===== src/rtl/fb_porta_arbiter_if.sv =====
`default_nettype none
// ============================================================================
// Module      : fb_porta_arbiter_if
// Description : Bundles every port-A related signal of the framebuffer
//               arbiter: host write/read request streams, read return,
//               clear-engine control and the memory port-A pins.
//               slave  - seen by the arbiter
//               master - seen by the host / memory side
// Revision    : 1.0  initial release
// ============================================================================
interface fb_porta_arbiter_if #(
  parameter int ADDR_WIDTH = 12,
  parameter int DATA_WIDTH = 8
);
  // Host write stream
  logic                  WrReqValid;
  logic                  WrReqReady;
  logic [ADDR_WIDTH-1:0] WrReqAddr;
  logic [DATA_WIDTH-1:0] WrReqData;
  // Host read stream
  logic                  RdReqValid;
  logic                  RdReqReady;
  logic [ADDR_WIDTH-1:0] RdReqAddr;
  logic                  RdDataValid;
  logic [DATA_WIDTH-1:0] RdData;
  // Clear engine control
  logic                  ClearStart;
  logic [DATA_WIDTH-1:0] ClearValue;
  logic                  ClearBusy;
  logic                  ClearDone;
  // Memory port A
  logic [ADDR_WIDTH-1:0] MemAddressA;
  logic [DATA_WIDTH-1:0] MemDataInA;
  logic                  MemWrA;
  logic                  MemClockEnA;
  logic [DATA_WIDTH-1:0] MemQA;

  modport slave (
    input  WrReqValid, WrReqAddr, WrReqData,
    input  RdReqValid, RdReqAddr,
    input  ClearStart, ClearValue,
    input  MemQA,
    output WrReqReady, RdReqReady, RdDataValid, RdData,
    output ClearBusy, ClearDone,
    output MemAddressA, MemDataInA, MemWrA, MemClockEnA
  );

  modport master (
    output WrReqValid, WrReqAddr, WrReqData,
    output RdReqValid, RdReqAddr,
    output ClearStart, ClearValue,
    output MemQA,
    input  WrReqReady, RdReqReady, RdDataValid, RdData,
    input  ClearBusy, ClearDone,
    input  MemAddressA, MemDataInA, MemWrA, MemClockEnA
  );
endinterface
`default_nettype wire


===== src/rtl/fb_porta_arbiter.sv =====
`default_nettype none
// ============================================================================
// Module      : fb_porta_arbiter
// Description : Owns port A of the 4096x8 framebuffer memory. Arbitrates
//               between a host write stream, a host read stream and an
//               internal clear engine; at most one memory command per clock,
//               read data returned RD_LATENCY+1 clocks after the handshake.
// Ports       : Clock   - system clock (also memory ClockA)
//               ResetN  - synchronous active-low reset
//               bus     - fb_porta_arbiter_if.slave: host request/return,
//                         clear control and memory port-A signals
// Revision    : 1.0  initial release
// ============================================================================
module fb_porta_arbiter #(
  parameter int ADDR_WIDTH = 12,
  parameter int DATA_WIDTH = 8,
  parameter int RD_LATENCY = 1
) (
  input  wire logic             Clock,
  input  wire logic             ResetN,
  fb_porta_arbiter_if.slave     bus
);

  typedef enum logic [0:0] {
    S_IDLE  = 1'b0,
    S_CLEAR = 1'b1
  } state_t;

  state_t                  r_state;
  logic                    r_last_rd;     // 1: read was granted last
  logic [ADDR_WIDTH:0]     r_sweep;       // extra MSB flags terminal count
  logic [DATA_WIDTH-1:0]   r_clr_val;
  logic [RD_LATENCY:0]     r_rd_pipe;     // read tag shift register
  logic [ADDR_WIDTH-1:0]   r_mem_addr;
  logic [DATA_WIDTH-1:0]   r_mem_din;
  logic                    r_mem_wr;
  logic                    r_mem_cen;
  logic                    r_rd_valid;
  logic [DATA_WIDTH-1:0]   r_rd_data;
  logic                    r_busy;
  logic                    r_done;

  logic                    w_host_ok;
  logic                    w_wr_hs;
  logic                    w_rd_hs;

  // Host traffic is only granted in IDLE and never in a cycle where a clear
  // is being requested, so the clear always wins a simultaneous contest.
  assign w_host_ok = ResetN && (r_state == S_IDLE) && !bus.ClearStart;

  // On a tie the class not granted last time wins.
  assign w_wr_hs = w_host_ok && bus.WrReqValid && (!bus.RdReqValid ||  r_last_rd);
  assign w_rd_hs = w_host_ok && bus.RdReqValid && (!bus.WrReqValid || !r_last_rd);

  assign bus.WrReqReady  = w_wr_hs;
  assign bus.RdReqReady  = w_rd_hs;
  assign bus.RdDataValid = r_rd_valid;
  assign bus.RdData      = r_rd_data;
  assign bus.ClearBusy   = r_busy;
  assign bus.ClearDone   = r_done;
  assign bus.MemAddressA = r_mem_addr;
  assign bus.MemDataInA  = r_mem_din;
  assign bus.MemWrA      = r_mem_wr;
  assign bus.MemClockEnA = r_mem_cen;

  always_ff @(posedge Clock) begin
    if (!ResetN) begin
      r_state    <= S_IDLE;
      r_last_rd  <= 1'b1;
      r_sweep    <= '0;
      r_clr_val  <= '0;
      r_rd_pipe  <= '0;
      r_mem_addr <= '0;
      r_mem_din  <= '0;
      r_mem_wr   <= 1'b0;
      r_mem_cen  <= 1'b0;
      r_rd_valid <= 1'b0;
      r_rd_data  <= '0;
      r_busy     <= 1'b0;
      r_done     <= 1'b0;
    end else begin
      r_mem_cen <= 1'b1;
      r_mem_wr  <= 1'b0;
      r_done    <= 1'b0;

      // Read return path runs in every state so reads accepted before a
      // clear still drain with their pre-clear data.
      r_rd_pipe  <= {r_rd_pipe[RD_LATENCY-1:0], w_rd_hs};
      r_rd_valid <= r_rd_pipe[RD_LATENCY];
      if (r_rd_pipe[RD_LATENCY]) begin
        r_rd_data <= bus.MemQA;
      end

      case (r_state)
        S_IDLE: begin
          if (bus.ClearStart) begin
            r_state   <= S_CLEAR;
            r_busy    <= 1'b1;
            r_sweep   <= '0;
            r_clr_val <= bus.ClearValue;
          end else if (w_wr_hs) begin
            r_mem_addr <= bus.WrReqAddr;
            r_mem_din  <= bus.WrReqData;
            r_mem_wr   <= 1'b1;
            r_last_rd  <= 1'b0;
          end else if (w_rd_hs) begin
            r_mem_addr <= bus.RdReqAddr;
            r_last_rd  <= 1'b1;
          end
        end
        S_CLEAR: begin
          if (r_sweep[ADDR_WIDTH]) begin
            // Every location has been written.
            r_state <= S_IDLE;
            r_busy  <= 1'b0;
            r_done  <= 1'b1;
          end else begin
            r_mem_addr <= r_sweep[ADDR_WIDTH-1:0];
            r_mem_din  <= r_clr_val;
            r_mem_wr   <= 1'b1;
            r_sweep    <= r_sweep + {{ADDR_WIDTH{1'b0}}, 1'b1};
          end
        end
      endcase
    end
  end

endmodule
`default_nettype wire

===== src/flat_wrapper.sv =====
// flat-port wrapper written by rule: the top's interface ports become plain ports
module fb_porta_arbiter_flat 
#(
  parameter int ADDR_WIDTH = 12,
  parameter int DATA_WIDTH = 8,
  parameter int RD_LATENCY = 1
)
  (Clock, ResetN, bus_WrReqValid, bus_WrReqAddr, bus_WrReqData, bus_RdReqValid, bus_RdReqAddr, bus_ClearStart, bus_ClearValue, bus_MemQA, bus_WrReqReady, bus_RdReqReady, bus_RdDataValid, bus_RdData, bus_ClearBusy, bus_ClearDone, bus_MemAddressA, bus_MemDataInA, bus_MemWrA, bus_MemClockEnA);
  fb_porta_arbiter_if #(.ADDR_WIDTH(ADDR_WIDTH), .DATA_WIDTH(DATA_WIDTH)) bus_i ();
  input  wire logic Clock;
  input  wire logic ResetN;
  input wire logic [$bits(bus_i.WrReqValid)-1:0] bus_WrReqValid;
  input wire logic [$bits(bus_i.WrReqAddr)-1:0] bus_WrReqAddr;
  input wire logic [$bits(bus_i.WrReqData)-1:0] bus_WrReqData;
  input wire logic [$bits(bus_i.RdReqValid)-1:0] bus_RdReqValid;
  input wire logic [$bits(bus_i.RdReqAddr)-1:0] bus_RdReqAddr;
  input wire logic [$bits(bus_i.ClearStart)-1:0] bus_ClearStart;
  input wire logic [$bits(bus_i.ClearValue)-1:0] bus_ClearValue;
  input wire logic [$bits(bus_i.MemQA)-1:0] bus_MemQA;
  output wire logic [$bits(bus_i.WrReqReady)-1:0] bus_WrReqReady;
  output wire logic [$bits(bus_i.RdReqReady)-1:0] bus_RdReqReady;
  output wire logic [$bits(bus_i.RdDataValid)-1:0] bus_RdDataValid;
  output wire logic [$bits(bus_i.RdData)-1:0] bus_RdData;
  output wire logic [$bits(bus_i.ClearBusy)-1:0] bus_ClearBusy;
  output wire logic [$bits(bus_i.ClearDone)-1:0] bus_ClearDone;
  output wire logic [$bits(bus_i.MemAddressA)-1:0] bus_MemAddressA;
  output wire logic [$bits(bus_i.MemDataInA)-1:0] bus_MemDataInA;
  output wire logic [$bits(bus_i.MemWrA)-1:0] bus_MemWrA;
  output wire logic [$bits(bus_i.MemClockEnA)-1:0] bus_MemClockEnA;
  assign bus_i.WrReqValid = bus_WrReqValid;
  assign bus_i.WrReqAddr = bus_WrReqAddr;
  assign bus_i.WrReqData = bus_WrReqData;
  assign bus_i.RdReqValid = bus_RdReqValid;
  assign bus_i.RdReqAddr = bus_RdReqAddr;
  assign bus_i.ClearStart = bus_ClearStart;
  assign bus_i.ClearValue = bus_ClearValue;
  assign bus_i.MemQA = bus_MemQA;
  assign bus_WrReqReady = bus_i.WrReqReady;
  assign bus_RdReqReady = bus_i.RdReqReady;
  assign bus_RdDataValid = bus_i.RdDataValid;
  assign bus_RdData = bus_i.RdData;
  assign bus_ClearBusy = bus_i.ClearBusy;
  assign bus_ClearDone = bus_i.ClearDone;
  assign bus_MemAddressA = bus_i.MemAddressA;
  assign bus_MemDataInA = bus_i.MemDataInA;
  assign bus_MemWrA = bus_i.MemWrA;
  assign bus_MemClockEnA = bus_i.MemClockEnA;
  fb_porta_arbiter #(.ADDR_WIDTH(ADDR_WIDTH), .DATA_WIDTH(DATA_WIDTH), .RD_LATENCY(RD_LATENCY)) u_core (.Clock(Clock), .ResetN(ResetN), .bus(bus_i));
endmodule

===== config.mk =====
export PLATFORM = sky130hd
export DESIGN_NAME = fb_porta_arbiter_flat
export DESIGN_NICKNAME = d
export VERILOG_FILES = /design/src/rtl/fb_porta_arbiter_if.sv /design/src/rtl/fb_porta_arbiter.sv /design/src/flat_wrapper.sv
export SDC_FILE = /design/constraint.sdc
export NUM_CORES = 1
export LEC_CHECK = 0
export ABC_AREA = 1
export BUFFER_PORTS_ARGS = -buffer_cell sky130_fd_sc_hd__buf_4
export CAP_MARGIN = 0
export CORE_AREA = 2 2 80 82
export CTS_BUF_LIST = sky130_fd_sc_hd__clkbuf_4 sky130_fd_sc_hd__clkbuf_8
export DETAILED_ROUTE_END_ITERATION = 10
export DIE_AREA = 0 0 82 84
export PLACE_DENSITY = 0.75
export RECOVER_POWER = 25
export SETUP_SLACK_MARGIN = 0.15
export SYNTH_ARGS = -nofsm -noshare
export SYNTH_HDL_FRONTEND = slang
export SYNTH_SLANG_ARGS = --single-unit

===== constraint.sdc =====
create_clock -name Clock -period 1.32 [get_ports Clock]
set_input_delay 0.132 -clock Clock [delete_from_list [all_inputs] [get_ports Clock]]
set_output_delay 0.132 -clock Clock [all_outputs]
set_load 0.1 [all_outputs]

# == Word level (Yosys, flattened, before mapping) ==
# Index checks and enable logic that the tools add are counted.
# totals
wordCells,68
register_bits,58
in_bits,53
out_inout_bits,35
# classes
n_eq_ne,6
bitwise,2
addsub,1
n_mux,25
reduce_logical,20
# op_table
operator,n
12-bit 2-to-1 mux,4
13-bit 2-to-1 mux,2
13-bit case mux with 2 select lines,1
8-bit 2-to-1 mux,3
12-bit case mux with 2 select lines,1
8-bit case mux with 2 select lines,1
"13-bit by 1-bit adder with 13-bit output, second input constant",1
1-bit 2-to-1 mux,10
"2-bit != test, second input constant",5
3-bit AND reduction,3
2-bit AND reduction,4
1-bit logical AND,6
1-bit case mux with 2 select lines,3
1-bit zero test,4
"3-bit != test, second input constant",1
1-bit logical OR,2
1-bit NOT,2
2-bit nonzero test,1

# == Longest topological paths before layout ==
# logic_depth
ltp_word,9
ltp_mapped,11
ltp_nobuf,9

# == Least setup slack after synthesis ==
# No wires, ideal clock.
# synth_timing
kind,reg-to-reg
startpoint,register u_core.r_state
endpoint,register u_core.r_last_rd
arrival_ns,1.564
t_required_ns,1.158
path_stages_with_launch,9
slack_ns,-0.406
path_buffers,2
synth_period_minus_slack_ns,1.726
setup_ns,0.162
path_cell_list,dfxtp_1 > buf_6 > clkinv_2 > nand2_4 > nor2_8 > nand2_4 > buf_2 > inv_1 > a31oi_1
# synth_via
elab_chain_len,7
elab_cells_between_ends,10
cone_classes,mux: 1; bitwise: 1; reduce/logical: 8
# synth_lines
item,line_no,text
from (decl),fb_porta_arbiter.sv:29,state_t r_state;
from (signal assigned),fb_porta_arbiter.sv:68,r_state <= S_IDLE;
from (signal assigned),fb_porta_arbiter.sv:97,r_state <= S_CLEAR;
from (signal assigned),fb_porta_arbiter.sv:114,r_state <= S_IDLE;
1-bit NOT *,fb_porta_arbiter.sv:49,assign w_host_ok = ResetN && (r_state == S_IDLE) && !bus.ClearStart;
1-bit logical AND * (2 in series),fb_porta_arbiter.sv:49,
1-bit logical AND * (2 in series),fb_porta_arbiter.sv:52,assign w_wr_hs = w_host_ok && bus.WrReqValid && (!bus.RdReqValid || r_last_rd);
net bus_WrReqReady,flat_wrapper.sv:20,output wire logic [$bits(bus_i.WrReqReady)-1:0] bus_WrReqReady;
2-bit nonzero test (no line),n/a,
3-bit AND reduction (no line),n/a,
to (signal assigned),fb_porta_arbiter.sv:69,r_last_rd <= 1'b1;
to (signal assigned),fb_porta_arbiter.sv:105,r_last_rd <= 1'b0;
to (signal assigned),fb_porta_arbiter.sv:108,r_last_rd <= 1'b1;
to (decl),fb_porta_arbiter.sv:30,logic r_last_rd;
# The timed path passes the listed nets; every way through them passes the cells marked *.
# A chain may end at the register's enable or synchronous reset.

# == Worst setup path after layout ==
# layout_timing
startpoint,register u_core.r_last_rd
endpoint,register u_core.r_mem_addr[5] (netlist: u_core.bus.MemAddressA[5])
# layout_via
elab_chain_len,5
elab_cells_between_ends,10
cone_classes,eq/ne: 1; mux: 3; reduce/logical: 6
# layout_lines
item,line_no,text
1-bit logical OR / 1-bit zero test (equally long branches),"fb_porta_arbiter.sv:52, fb_porta_arbiter.sv:53",
1-bit logical AND / 1-bit logical OR (equally long branches),"fb_porta_arbiter.sv:52, fb_porta_arbiter.sv:53",
12-bit 2-to-1 mux / 1-bit logical AND (equally long branches),"fb_porta_arbiter.sv:101, fb_porta_arbiter.sv:53",
12-bit 2-to-1 mux / 3-bit != test (equally long branches),n/a,
12-bit case mux with 2 select lines / 3-bit AND reduction (equally long branches),n/a,
to (signal assigned),fb_porta_arbiter.sv:102,r_mem_addr <= bus.WrReqAddr;
to (signal assigned),fb_porta_arbiter.sv:107,r_mem_addr <= bus.RdReqAddr;
to (signal assigned),fb_porta_arbiter.sv:118,r_mem_addr <= r_sweep[ADDR_WIDTH-1:0];
to (decl),fb_porta_arbiter.sv:34,logic [ADDR_WIDTH-1:0] r_mem_addr;
# Parallel ways exist; a longest one is shown, timed or not. The select of a mux whose other input is x is not followed.

==> summary.txt <==
Synth
  • Synth cell count leaders: 105 x nand2_1, 81 x nor2_1, 58 x dfxtp_1
  • Sequential share of the synthesized area: 42.16%
  • Gate Count Post-Synth: 406
  • FF+latch count, synth: 58
  • Post-Syn Area: 0.002754 sq mm
  • Most area-hungry cell type in the Yosys netlist: dfxtp_1
  • Synth Area per Inst: 6.783 sq um
  • Count leader, synth: nand2_1
  • Syn Nets: 460
  • Synth top area cells: dfxtp_1 42%, nand2_1 14%, nor2_1 11%
  • Async SR Flop Fraction: 0%
  • Most used DFF post-synth: dfxtp_1
  • Post-synth top area share: 42.16%
  • Distinct cells, synth: 28
  • Number of flops mapped to enable cells by yosys: 0
  • Synth warn: 0

Power
  • Worst IR Drop VDD: 918.6 uV
  • Part of the power in the clock network: 33.4%
  • Sequential power share: 34.5%
  • Logic pwr share: 32.1%
  • Int Power: 0.003577 W
  • Switching Fraction: 36.44%
  • Leak: 2.302 nW
  • Pwr Density: 1185 mW/mm^2
  • Switching power: 0.002051 W

Route
  • WL/cell: 16.86 microns
  • Initial drt markers: 289
  • # DRC: 0
  • Total number of vias: 3357
  • Final ANT Viol Nets: 0
  • Vias per cell: 5.380
  • DRT Pass-1 Iters: 5
  • Routed Wire Length: 10520 microns

Timing
  • Final worst hold slack: 14.58 ps
  • Fmax: 0.6378 GHz
  • Final Critical Period: 1568 ps
  • Clock skew: 8.933 ps
  • Fin. Hold Viols: 0
  • Final Max Slew Viols: 0
  • Worst setup margin: -247.9 ps
  • Tightest Pin Transition: 394.5 ps
  • RSZ-0062 raised after global routing: true
  • Count of final setup violators: 28
  • Post-route clock period utilization: 118.8%
  • Relative slew margins: 73.53%

Setup path
  • Setup crit end kind: flop
  • CP Data Arrival Time: 1800 ps
  • Reg2Reg Setup Slack: -250 ps
  • Depth of the worst register-to-register path: 10
  • Setup CP Type: reg2reg
  • R2R Path End: u_core.bus.MemAddressA[5]
  • Reg-to-Reg Start: u_core.r_last_rd
  • Crit-path max FO: 6
  • Worst Setup SP: u_core.r_last_rd
  • Crit path launch type: flop
  • Crit path capture: u_core.bus.MemAddressA[5]
  • Worst path required time: 1550 ps

Global routing
  • Number of global-route vias before repair: 2859
  • Overflow after GRT: 0
  • Gr usage total: 24.35%
  • Initial antenna violation count: 0
  • Largest net degree at the start of global routing: 27
  • First-pass GRT wire length: 13100 microns

Clock tree
  • Worst-path clk slew: 80 ps
  • CTS Buf Count: 9
  • Root Buffer: clkbuf_8
  • # H-tree levels: 3
  • TritonCTS clock tree: done
  • CTS Sinks: 58
  • Clock latency on the worst-skew pair: 340 ps
  • Clk buf depth: 2

Floorplan
  • Die Area: 0.006888 sq mm
  • Initial Utilization: 45.18%
  • Top Ports: 88
  • Die Span Y: 84 microns
  • FP Rows: 29
  • Die X: 82 microns
  • Core area: 0.006096 sq mm

Cells and area
  • Fill cells: 367
  • Finished Cell Area: 0.004751 sq mm
  • Register Area: 0.001209 sq mm
  • Footprint of the multi-input gates: 0.001744 sq mm
  • Area growth, synth to finish: 72.51%
  • Non-filler cells in the finished layout: 624
  • # diodes: 0
  • Nets: 596
  • Layout cell share with drive strength beyond 1: 49.18%
  • Fin util: 77.94%

Placed design
  • GP Congestion: 0.8399
  • Post-place setup slack: -32.64 ps
  • IO Port Bufs: 87
  • Placed Cells: 570
  • Area post-placement: 0.003646 sq mm
  • Post-detail-place hpwl: 5061 microns

Hold path
  • Worst Hold Class: in2reg

Job
  • Max_cap viols: 0

Run status
  • Outcome: finished, violations left
  • Failing checks: negative setup slack
[cells in the final DEF, fill, tap and decap left out, types with 4 or more instances in the layout]
cell type,count
clkinvlp_4,4
nand2_2,6
nand2_1,96
nand2_8,6
inv_1,35
nand3_2,17
dfxtp_2,26
nand2_4,6
o21ai_1,5
buf_4,115
buf_12,8
dfxtp_1,28
o211a_1,8
nor2_1,70
clkinv_4,4
dfxtp_4,4
o21ai_2,6
a21oi_1,5
nand3b_1,13
buf_6,14
nand3_4,5
clkbuf_8,9
o21ai_0,10
a21oi_2,10
nor2_2,9
[power groups by stage]
stage          Sequential, W  Combinational [W]  Clock, W
2_1_floorplan        0.00254           0.000448         0
3_3_place_gp         0.00197            0.00136         0
3_5_place_dp         0.00198            0.00137         0
4_1_cts              0.00193            0.00156   0.00187
5_1_grt              0.00195            0.00189   0.00197
6_report             0.00194            0.00181   0.00188
[metrics by stage]
step	setup TNS (ps)	total power [W]
finish	-2715	0.005628
floorplan	-323.4	0.002990
global route	-4021	0.005802
CTS	-1479	0.005366
global placement	0	0.003330
detailed placement	-257.2	0.003352
[state kept, by name, indices dropped and copies added (netlist names)]
signal and count:
u_core.bus.ClearBusy 1, u_core.bus.ClearDone 1, u_core.bus.MemAddressA 12, u_core.bus.MemClockEnA 1, u_core.bus.MemDataInA 8, u_core.bus.MemWrA 1
u_core.bus.RdData 8, u_core.bus.RdDataValid 1, u_core.r_clr_val 8, u_core.r_last_rd 1, u_core.r_rd_pipe 2, u_core.r_state 1
u_core.r_sweep 13
[cells by family after synthesis]
logic type	Yosys count	share of synthesized area (%)
compound gates	50	11.13
fa+ha+maj	1	0.4543
buf+inv	63	9.541
flops	58	42.16
simple gates	234	36.71
[layer usage]
| layer | part of all wire, % | track usage (%) |
|---|---|---|
| met2 | 53 | 42.50 |
| met5 | 0 | 0 |
| met3 | 6.2 | 5.087 |
| met4 | 4.0 | 8.030 |
| met1 | 37 | 29.08 |
[layout make-up]
type | instances | area share (%)
sequential | 58 | 25.44
inverter | 44 | 3.924
clock buffer | 9 | 2.607
tap | 77 | 2.028
clock inverter | 7 | 2.160
timing repair buffer | 142 | 27.13
multi-input combinational | 287 | 36.71
[timing repair]
item | 4_1_cts | 5_1_grt
hold endpoints to repair | 0 | 0
gates resized for setup | 58 | 78
cloned | 2 | 3
pin swaps | 20 | 34
hold buffers | 0 | 0
setup endpoints to repair | 43 | 45
setup buffers | 16 | 17
[worst max-delay path, cell delays in order (launching register included)]
cell,delay [ps]
dfxtp_2,360
inv_2,60
a21boi_4,180
nand2_4,100
buf_6,140
nand3_4,70
buf_12,120
buf_12,130
nand3_2,60
nor2_1,150
nor2_1,70
[how the worst min path moves through the flow]
stage                              to  cells after the start              start  slack [ps]
2_1_floorplan  u_core.bus.MemClockEnA                      0             ResetN         160
3_3_place_gp     u_core.bus.RdData[0]                      3       bus_MemQA[0]         360
3_5_place_dp     u_core.bus.RdData[4]                      3       bus_MemQA[4]         360
4_1_cts          u_core.bus.RdData[4]                      3       bus_MemQA[4]           8
5_1_grt           u_core.r_clr_val[6]                      3  bus_ClearValue[6]          20
6_report          u_core.r_clr_val[6]                      3  bus_ClearValue[6]          10
(Power assumes the default switching activity.)
